--- src/rtl/byte_packer.sv ---
// byte_packer: packs a serial byte stream into SIZE-byte words
// with a one-word output buffer and partial-word flush.
module byte_packer #(
  parameter int SIZE      = 2,
  parameter bit MSB_FIRST = 1'b0
) (
  input  logic                        clk,
  input  logic                        rst,
  input  logic                        in_valid,
  input  logic [7:0]                  in_byte,
  output logic                        in_ready,
  input  logic                        flush,
  output logic                        out_valid,
  output logic [SIZE*8-1:0]           out_word,
  output logic [$clog2(SIZE+1)-1:0]   out_count,
  input  logic                        out_ready,
  output logic                        busy
);

  localparam int W  = SIZE * 8;
  localparam int CW = $clog2(SIZE + 1);

  logic [W-1:0]  r_asm;
  logic [CW-1:0] r_cnt;
  logic [W-1:0]  r_out_word;
  logic [CW-1:0] r_out_count;
  logic          r_out_valid;
  logic          r_flush_pend;

  logic          w_slot_free;
  logic          w_room;
  logic          w_last;
  logic          w_acc;
  logic [W-1:0]  w_merged;
  logic [CW-1:0] w_bytes;
  logic          w_full;
  logic          w_flush_go;
  logic          w_load;

  generate
    if (SIZE == 1) begin : g_one
      assign w_room = 1'b0;
    end else begin : g_many
      assign w_room = (r_cnt < CW'(SIZE - 1));
    end
  endgenerate

  assign w_last      = (r_cnt == CW'(SIZE - 1));
  assign w_slot_free = !r_out_valid || out_ready;
  assign in_ready    = !r_flush_pend && (w_room || w_slot_free);
  assign w_acc       = in_valid && in_ready;
  assign w_bytes     = r_cnt + CW'(w_acc);
  assign w_full      = w_acc && w_last;
  assign w_flush_go  = (flush || r_flush_pend) && w_slot_free;
  assign w_load      = w_full || (w_flush_go && (w_bytes != '0));

  // Merge the incoming byte into the lane selected by the current count
  always_comb begin
    w_merged = r_asm;
    if (w_acc) begin
      for (int k = 0; k < SIZE; k++) begin
        if (r_cnt == CW'(k)) begin
          if (MSB_FIRST)
            w_merged[(SIZE-1-k)*8 +: 8] = in_byte;
          else
            w_merged[k*8 +: 8] = in_byte;
        end
      end
    end
  end

  // Assembly register, output buffer and pending-flush tracking
  always_ff @(posedge clk or posedge rst) begin
    if (rst) begin
      r_asm        <= '0;
      r_cnt        <= '0;
      r_out_word   <= '0;
      r_out_count  <= '0;
      r_out_valid  <= 1'b0;
      r_flush_pend <= 1'b0;
    end else begin
      if (w_load) begin
        r_out_word  <= w_merged;
        r_out_count <= w_bytes;
        r_out_valid <= 1'b1;
        r_asm       <= '0;
        r_cnt       <= '0;
      end else begin
        if (r_out_valid && out_ready)
          r_out_valid <= 1'b0;
        if (w_acc) begin
          r_asm <= w_merged;
          r_cnt <= r_cnt + CW'(1);
        end
      end
      if (w_flush_go)
        r_flush_pend <= 1'b0;
      else if (flush)
        r_flush_pend <= 1'b1;
    end
  end

  assign out_valid = r_out_valid;
  assign out_word  = r_out_word;
  assign out_count = r_out_count;
  assign busy      = (r_cnt != '0) || r_out_valid || r_flush_pend;

endmodule

--- config.mk ---
export PLATFORM = sky130hd
export DESIGN_NAME = byte_packer
export DESIGN_NICKNAME = d
export VERILOG_FILES = /design/src/rtl/byte_packer.sv
export SDC_FILE = /design/constraint.sdc
export NUM_CORES = 1
export LEC_CHECK = 0
export BUFFER_PORTS_ARGS = -buffer_cell sky130_fd_sc_hd__buf_4
export CORE_MARGIN = 2
export CORE_UTILIZATION = 48
export DETAILED_ROUTE_END_ITERATION = 8
export PLACE_DENSITY = 0.74
export SYNTH_ARGS = -nofsm -noshare
export SYNTH_HDL_FRONTEND = slang
export SYNTH_SLANG_ARGS = --single-unit
--- constraint.sdc ---
create_clock -name clk -period 2.3 [get_ports clk]
set_input_delay 0.69 -clock clk [delete_from_list [all_inputs] [get_ports clk]]
set_output_delay 0.69 -clock clk [all_outputs]
set_load 0.005 [all_outputs]
==> metrics, run 1 <==
status=complete, no violations; Area after DPL=0.00197 mm²; mapped cell area=0.00161 mm²; max cap viols=0; Finished Layout Cells=235; number of global-route vias before repair=1144; Core Util, Final=0.664; Hold Crit Class=input port to async pin; critical path data arrival time=2490 ps; ys async rst share=1.00; P_leak=1.08 nW; WL met3=123 µm; dpl cells=220; Residual DRC=0; min cycle time layout=2280 ps; placed wire-length estimate=2.47 mm; critical path class=flop to flop; Pwr Total=2.85 mW; met2 WL=1.85 mm; GPL Wtd Cong=0.784; grt total ovfl=0; Clock Latency Late Sink=330 ps; period utilization=0.990; first-pass GRT wire length=5.42 mm; Unique masters post-synth=24; ANT nets after route=0; Ys Warns=0; Vias/cell=4.94; die height=62.0 µm; share of layout cells above drive strength 1=0.407; Hold Fails Final Rpt=0; via count=1162; max_slew headroom=0.657; DR pass1 iterations=4; I/O pin count=34; post-synthesis sequential area ratio=0.589; Filler Cells Inserted=264; DRT Wirelength=3.57 mm; # port buffers=33; Worst setup EP type=flop; Max Slew Vio Count=0; peak supply drop=731 µV; ANT cells=0; fmax=439 MHz; setup repair after global routing missed its margin=yes; DR top layer=met4; net count after synthesis=155; M1 WL=1.56 mm; initial DRC count=70; antenna violations before repair=0; Synth top cells by count=dfrtp_1 (38), mux2i_1 (17), nor2_1 (15); row count=21; post-synthesis cell count=139; Clock Pin Slew Worst Setup and Hold Paths=100 ps; CTS H-Tree Depth=2; clock skew=5.75 ps; largest net degree at the start of global routing=39; leading area contributor after synthesis=dfrtp_1; total CTS buffers=5; Yosys top cell area share=0.589; CP Launch Type=flop; Root Driver=clkbuf_4; Post-synth EDFFs=0; Least-Margin Pin Slew=513 ps; GRT Overall Usage=0.198; core area=0.00328 mm²; Final Hold Slack=458 ps; nets@finish=204; Max Fanout on Critical Path=8; final number of setup-violating endpoints=0; area delta synth->final=35.1%; most common cell in the netlist=dfrtp_1; Die ar.=0.00384 mm²; Num Clock Sinks=38; Max Buffers Root-to-Sink=2; worst path required time=2520 ps; post-detailed-route wirelength per cell=15.2 µm; largest cells by area after synthesis=dfrtp_1 (59%), mux2i_1 (11%), nor2_1 (3.5%); #FFs+latches synth=38; TritonCTS clock tree=built; syn_area_per_cell=11.6 µm²; ys flop type=dfrtp_1; Starting Density=0.491; final instance area=0.00218 mm²; PwrDens=1310 mW/mm²; die width=62.0 µm
## power breakdown
| group | internal (mW) | switching (mW) |
|---|---|---|
| logic | 0.756 | 0.634 |
| clock network | 0.209 | 0.199 |
| registers | 0.901 | 0.154 |
| total | 1.87 | 0.987 |
## worst paths after layout
kind,startpoint,endpoint,slack (ps),depth (start not counted)
max in group asynchronous,rst,r_cnt[1],1520,3
worst min-delay path,rst,out_valid,460,3
worst max-delay path,r_cnt[1],out_word[1],20,11
worst min register to register,r_asm[9],r_asm[9],500,1
min in group clk,r_asm[9],r_asm[9],500,1
worst max register to register,r_cnt[1],out_word[1],20,11
## critical path, stage by stage, from the launching register on
cell and delay, ps:
dfrtp_1 370, inv_1 90, ha_4 190, nor3b_4 200
nor3b_2 80, ha_2 210, xor2_2 150, o221a_1 290
buf_4 160, buf_4 180, nor3_2 190, a21oi_2 60
## sequential cells by signal (all words and copies together), names as in the netlist
| name | flops |
|---|---|
| r_asm | 16 |
| r_flush_pend | 1 |
| out_word | 16 |
| out_count | 2 |
| r_cnt | 2 |
| out_valid | 1 |
## layout make-up
cell class / instances / area [µm²] / share of cell area
Inverter: 3 / 11.3 / 0.00516
Tap cell: 46 / 57.6 / 0.0264
Sequential cell: 38 / 951 / 0.436
Clock buffer: 8 / 78.8 / 0.0361
Timing Repair Buffer: 50 / 380 / 0.174
Multi-Input combinational cell: 90 / 702 / 0.322
## per-layer routing
| metal | vias up | global-route usage |
|---|---|---|
| li1 | 565 | - |
| met1 | 567 | 0.258 |
| met4 | 0 | 0.0729 |
| met5 | - | 0 |
| met2 | 26 | 0.329 |
| met3 | 4 | 0.0393 |
## logic make-up after synthesis
group	after synthesis	share of synthesized area
xor gates and xnor gates	1	0.00543
and+or+nand+nor	49	0.154
muxes	19	0.124
AOI/OAI and AO/OA	18	0.0597
DFF	38	0.589
buffers and inverters	11	0.0442
adders and majority gates	3	0.0233
## cells in the final DEF, fill, tap and decap left out, types with 2 or more instances in the layout
cell type,instances
clkbuf_8,3
nand3b_1,2
inv_1,3
a21oi_1,7
and2_1,8
nor2_1,15
o21ai_0,8
buf_6,2
nor3_2,5
nor3_4,2
mux2_4,2
mux2i_1,16
dfrtp_1,38
a21oi_2,2
clkbuf_4,5
buf_4,47
nand2_1,10
## through the flow
| stage | setup TNS, ps | setup WS [ps] |
|---|---|---|
| after floorplan | 0 | 1.36 |
| after global placement | -1040 | -77.8 |
| after detailed placement | -3130 | -184 |
| after CTS | 0 | 1.78 |
| after global routing | -1390 | -90.9 |
| final | 0 | 23.6 |
## what timing repair did
action                                  4_1_cts  5_1_grt
cloned                                        0        1
buffers inserted                              2        4
resized for setup                             2       15
pin swaps                                     1        4
endpoints found under the setup margin       26       34
hold buffers                                  0        0
Power figures use the tool's default switching activity.
==> run 2, diff against run 1 <==
- CORE_UTILIZATION: 48 -> 50
- TNS_END_PERCENT: unset -> 100
- clock period: 2.3 -> 2.1 ns (I/O delays scaled with it)
==> metrics, run 2 (synthesis gave the netlist of run 1 again) <==
Worst Setup SP=r_cnt[1]; placed wire-length estimate=2.39 mm; Hold Crit Class=input port to async pin; FF-to-FF path depth=9; P_leak=1.12 nW; Crit path largest cell delay=380 ps; Final WS setup=-102 ps; max cap viols=0; Starting Density=0.529; status=finished with violations; Die ar.=0.00370 mm²; Psw=1.16 mW; final instance area=0.00226 mm²; flop2flop setup slack=-100 ps; peak supply drop=1010 µV; grt total ovfl=0; largest net degree at the start of global routing=39; Clock power frac=0.122; Top delay family on crit path=simple AND/OR/NAND/NOR gates; Filler Cells Inserted=216; # port buffers=33; Reg-to-Reg End=out_count[1]; Num Clock Sinks=38; Hold Fails Final Rpt=0; critical path data arrival time=2440 ps; area delta synth->final=40.2%; max_slew headroom=0.694; share of layout cells above drive strength 1=0.495; cell chain of the critical path=inv_2 -> ha_4 -> nor3b_4 -> nor3b_2 -> ha_2 -> xor2_2 -> o221a_4 -> or2_4 -> mux2_4; Clock Latency Late Sink=330 ps; GPL Wtd Cong=0.730; worst path required time=2330 ps; TritonCTS clock tree=built; critical path endpoint=out_count[1]; Max Fanout on Critical Path=4; Levels on crit path=9; die height=60.8 µm; CTS H-Tree Depth=2; die width=60.8 µm; dpl cells=223; min cycle time layout=2200 ps; commonest non-fill, non-tap cell in the layout=buf_4; nets@finish=211; Worst setup EP type=flop; I/O pin count=34; Max Slew Vio Count=0; post-detailed-route wirelength per cell=15.2 µm; Crit-path slowest cell=dfrtp_1; PwrDens=1420 mW/mm²; DR pass1 iterations=6; TNS Setup=-1150 ps; failing checks=negative setup slack; total CTS buffers=5; row count=20; Residual DRC=0; Max Buffers Root-to-Sink=2; ANT cells=0; critical path class=flop to flop; origin of the critical flop-to-flop path=r_cnt[1]; DRT Wirelength=3.65 mm; ANT nets after route=0; setup repair after global routing missed its margin=yes; WP buf/inv=1; Int Power=2.06 mW; CP Launch Type=flop; antenna violations before repair=0; number of global-route vias before repair=1254; core area=0.00305 mm²; clock skew=5.08 ps; most frequent cells in the layout=buf_4 (52), dfrtp_1 (38), mux2i_1 (17); sequential power share=0.351; period utilization=1.05; Least-Margin Pin Slew=458 ps; via count=1214; Vias/cell=5.06; final number of setup-violating endpoints=27; Finished Layout Cells=240; sw frac=0.359; Root Driver=clkbuf_4; Comb pwr share=0.527; Clock Pin Slew Worst Setup and Hold Paths=110 ps; fmax=454 MHz; first-pass GRT wire length=5.91 mm; initial DRC count=39; GRT Overall Usage=0.219; Area after DPL=0.00200 mm²; hold_buf cts=0
-- run 2: cell types whose count changed in the layout (fill, tap and decap cells not counted), moves of 4 or more --
cell	change
o21ai_0	-8
and2_1	-4
a21oi_2	+5
a21oi_1	-5
buf_4	+5
o21ai_1	+8
and2_4	+4
-- run 2: what timing repair did --
item	in CTS	in global routing
buffers inserted	5	3
cloned	1	1
gates resized for setup	26	17
pin swaps	6	11
setup endpoints to repair	36	38
-- run 2: how the worst min path moves through the flow --
stage	startpoint	to	depth (start not counted)
detailed placement	r_asm[12]	r_asm[12]	1
global placement	r_asm[14]	r_asm[14]	1
global route	rst	r_asm[14]	3
floorplan	r_asm[10]	r_asm[10]	1
CTS	rst	r_asm[14]	3
finish	rst	r_asm[12]	3
-- run 2: power groups by stage --
| stage | Sequential, mW | Clock (mW) | Combinational (mW) |
|---|---|---|---|
| global placement | 1.12 | 0 | 1.28 |
| floorplan | 1.14 | 0 | 0.752 |
| finish | 1.13 | 0.392 | 1.70 |
| global route | 1.16 | 0.436 | 1.84 |
| detailed placement | 1.12 | 0 | 1.34 |
| CTS | 1.13 | 0.403 | 1.59 |
-- run 2: per-layer routing --
layer,wire (µm),share of wire,track usage,vias to the layer above
met4,45,0.012,0.0745,0
met5,0,0,0,-
met2,1830,0.50,0.352,25
met1,1670,0.46,0.300,606
met3,104,0.028,0.0426,5
li1,-,-,-,578
-- run 2: metrics by stage --
stage,util,hold slack (ps),total power [mW],setup WS [ps]
2_1_floorplan,-,453,1.89,-175
3_3_place_gp,0.654,468,2.39,-229
3_5_place_dp,0.654,472,2.46,-318
4_1_cts,0.721,409,3.12,-63.4
5_1_grt,0.741,429,3.44,-160
6_report,0.741,390,3.22,-102
-- run 2: cell type report --
class | count | area, µm² | share of cell area
Clock buffer | 7 | 55.1 | 0.0243
Timing Repair Buffer | 56 | 435 | 0.192
Clock inverter | 1 | 5.00 | 0.00221
Multi-Input combinational cell | 91 | 749 | 0.331
Tap cell | 44 | 55.1 | 0.0243
Inverter | 3 | 11.3 | 0.00498
Sequential cell | 38 | 951 | 0.420
-- run 2: tightest hold or removal path, cell delays in order --
cell and delay [ps]:
buf_4 110, inv_1 40, buf_4 390
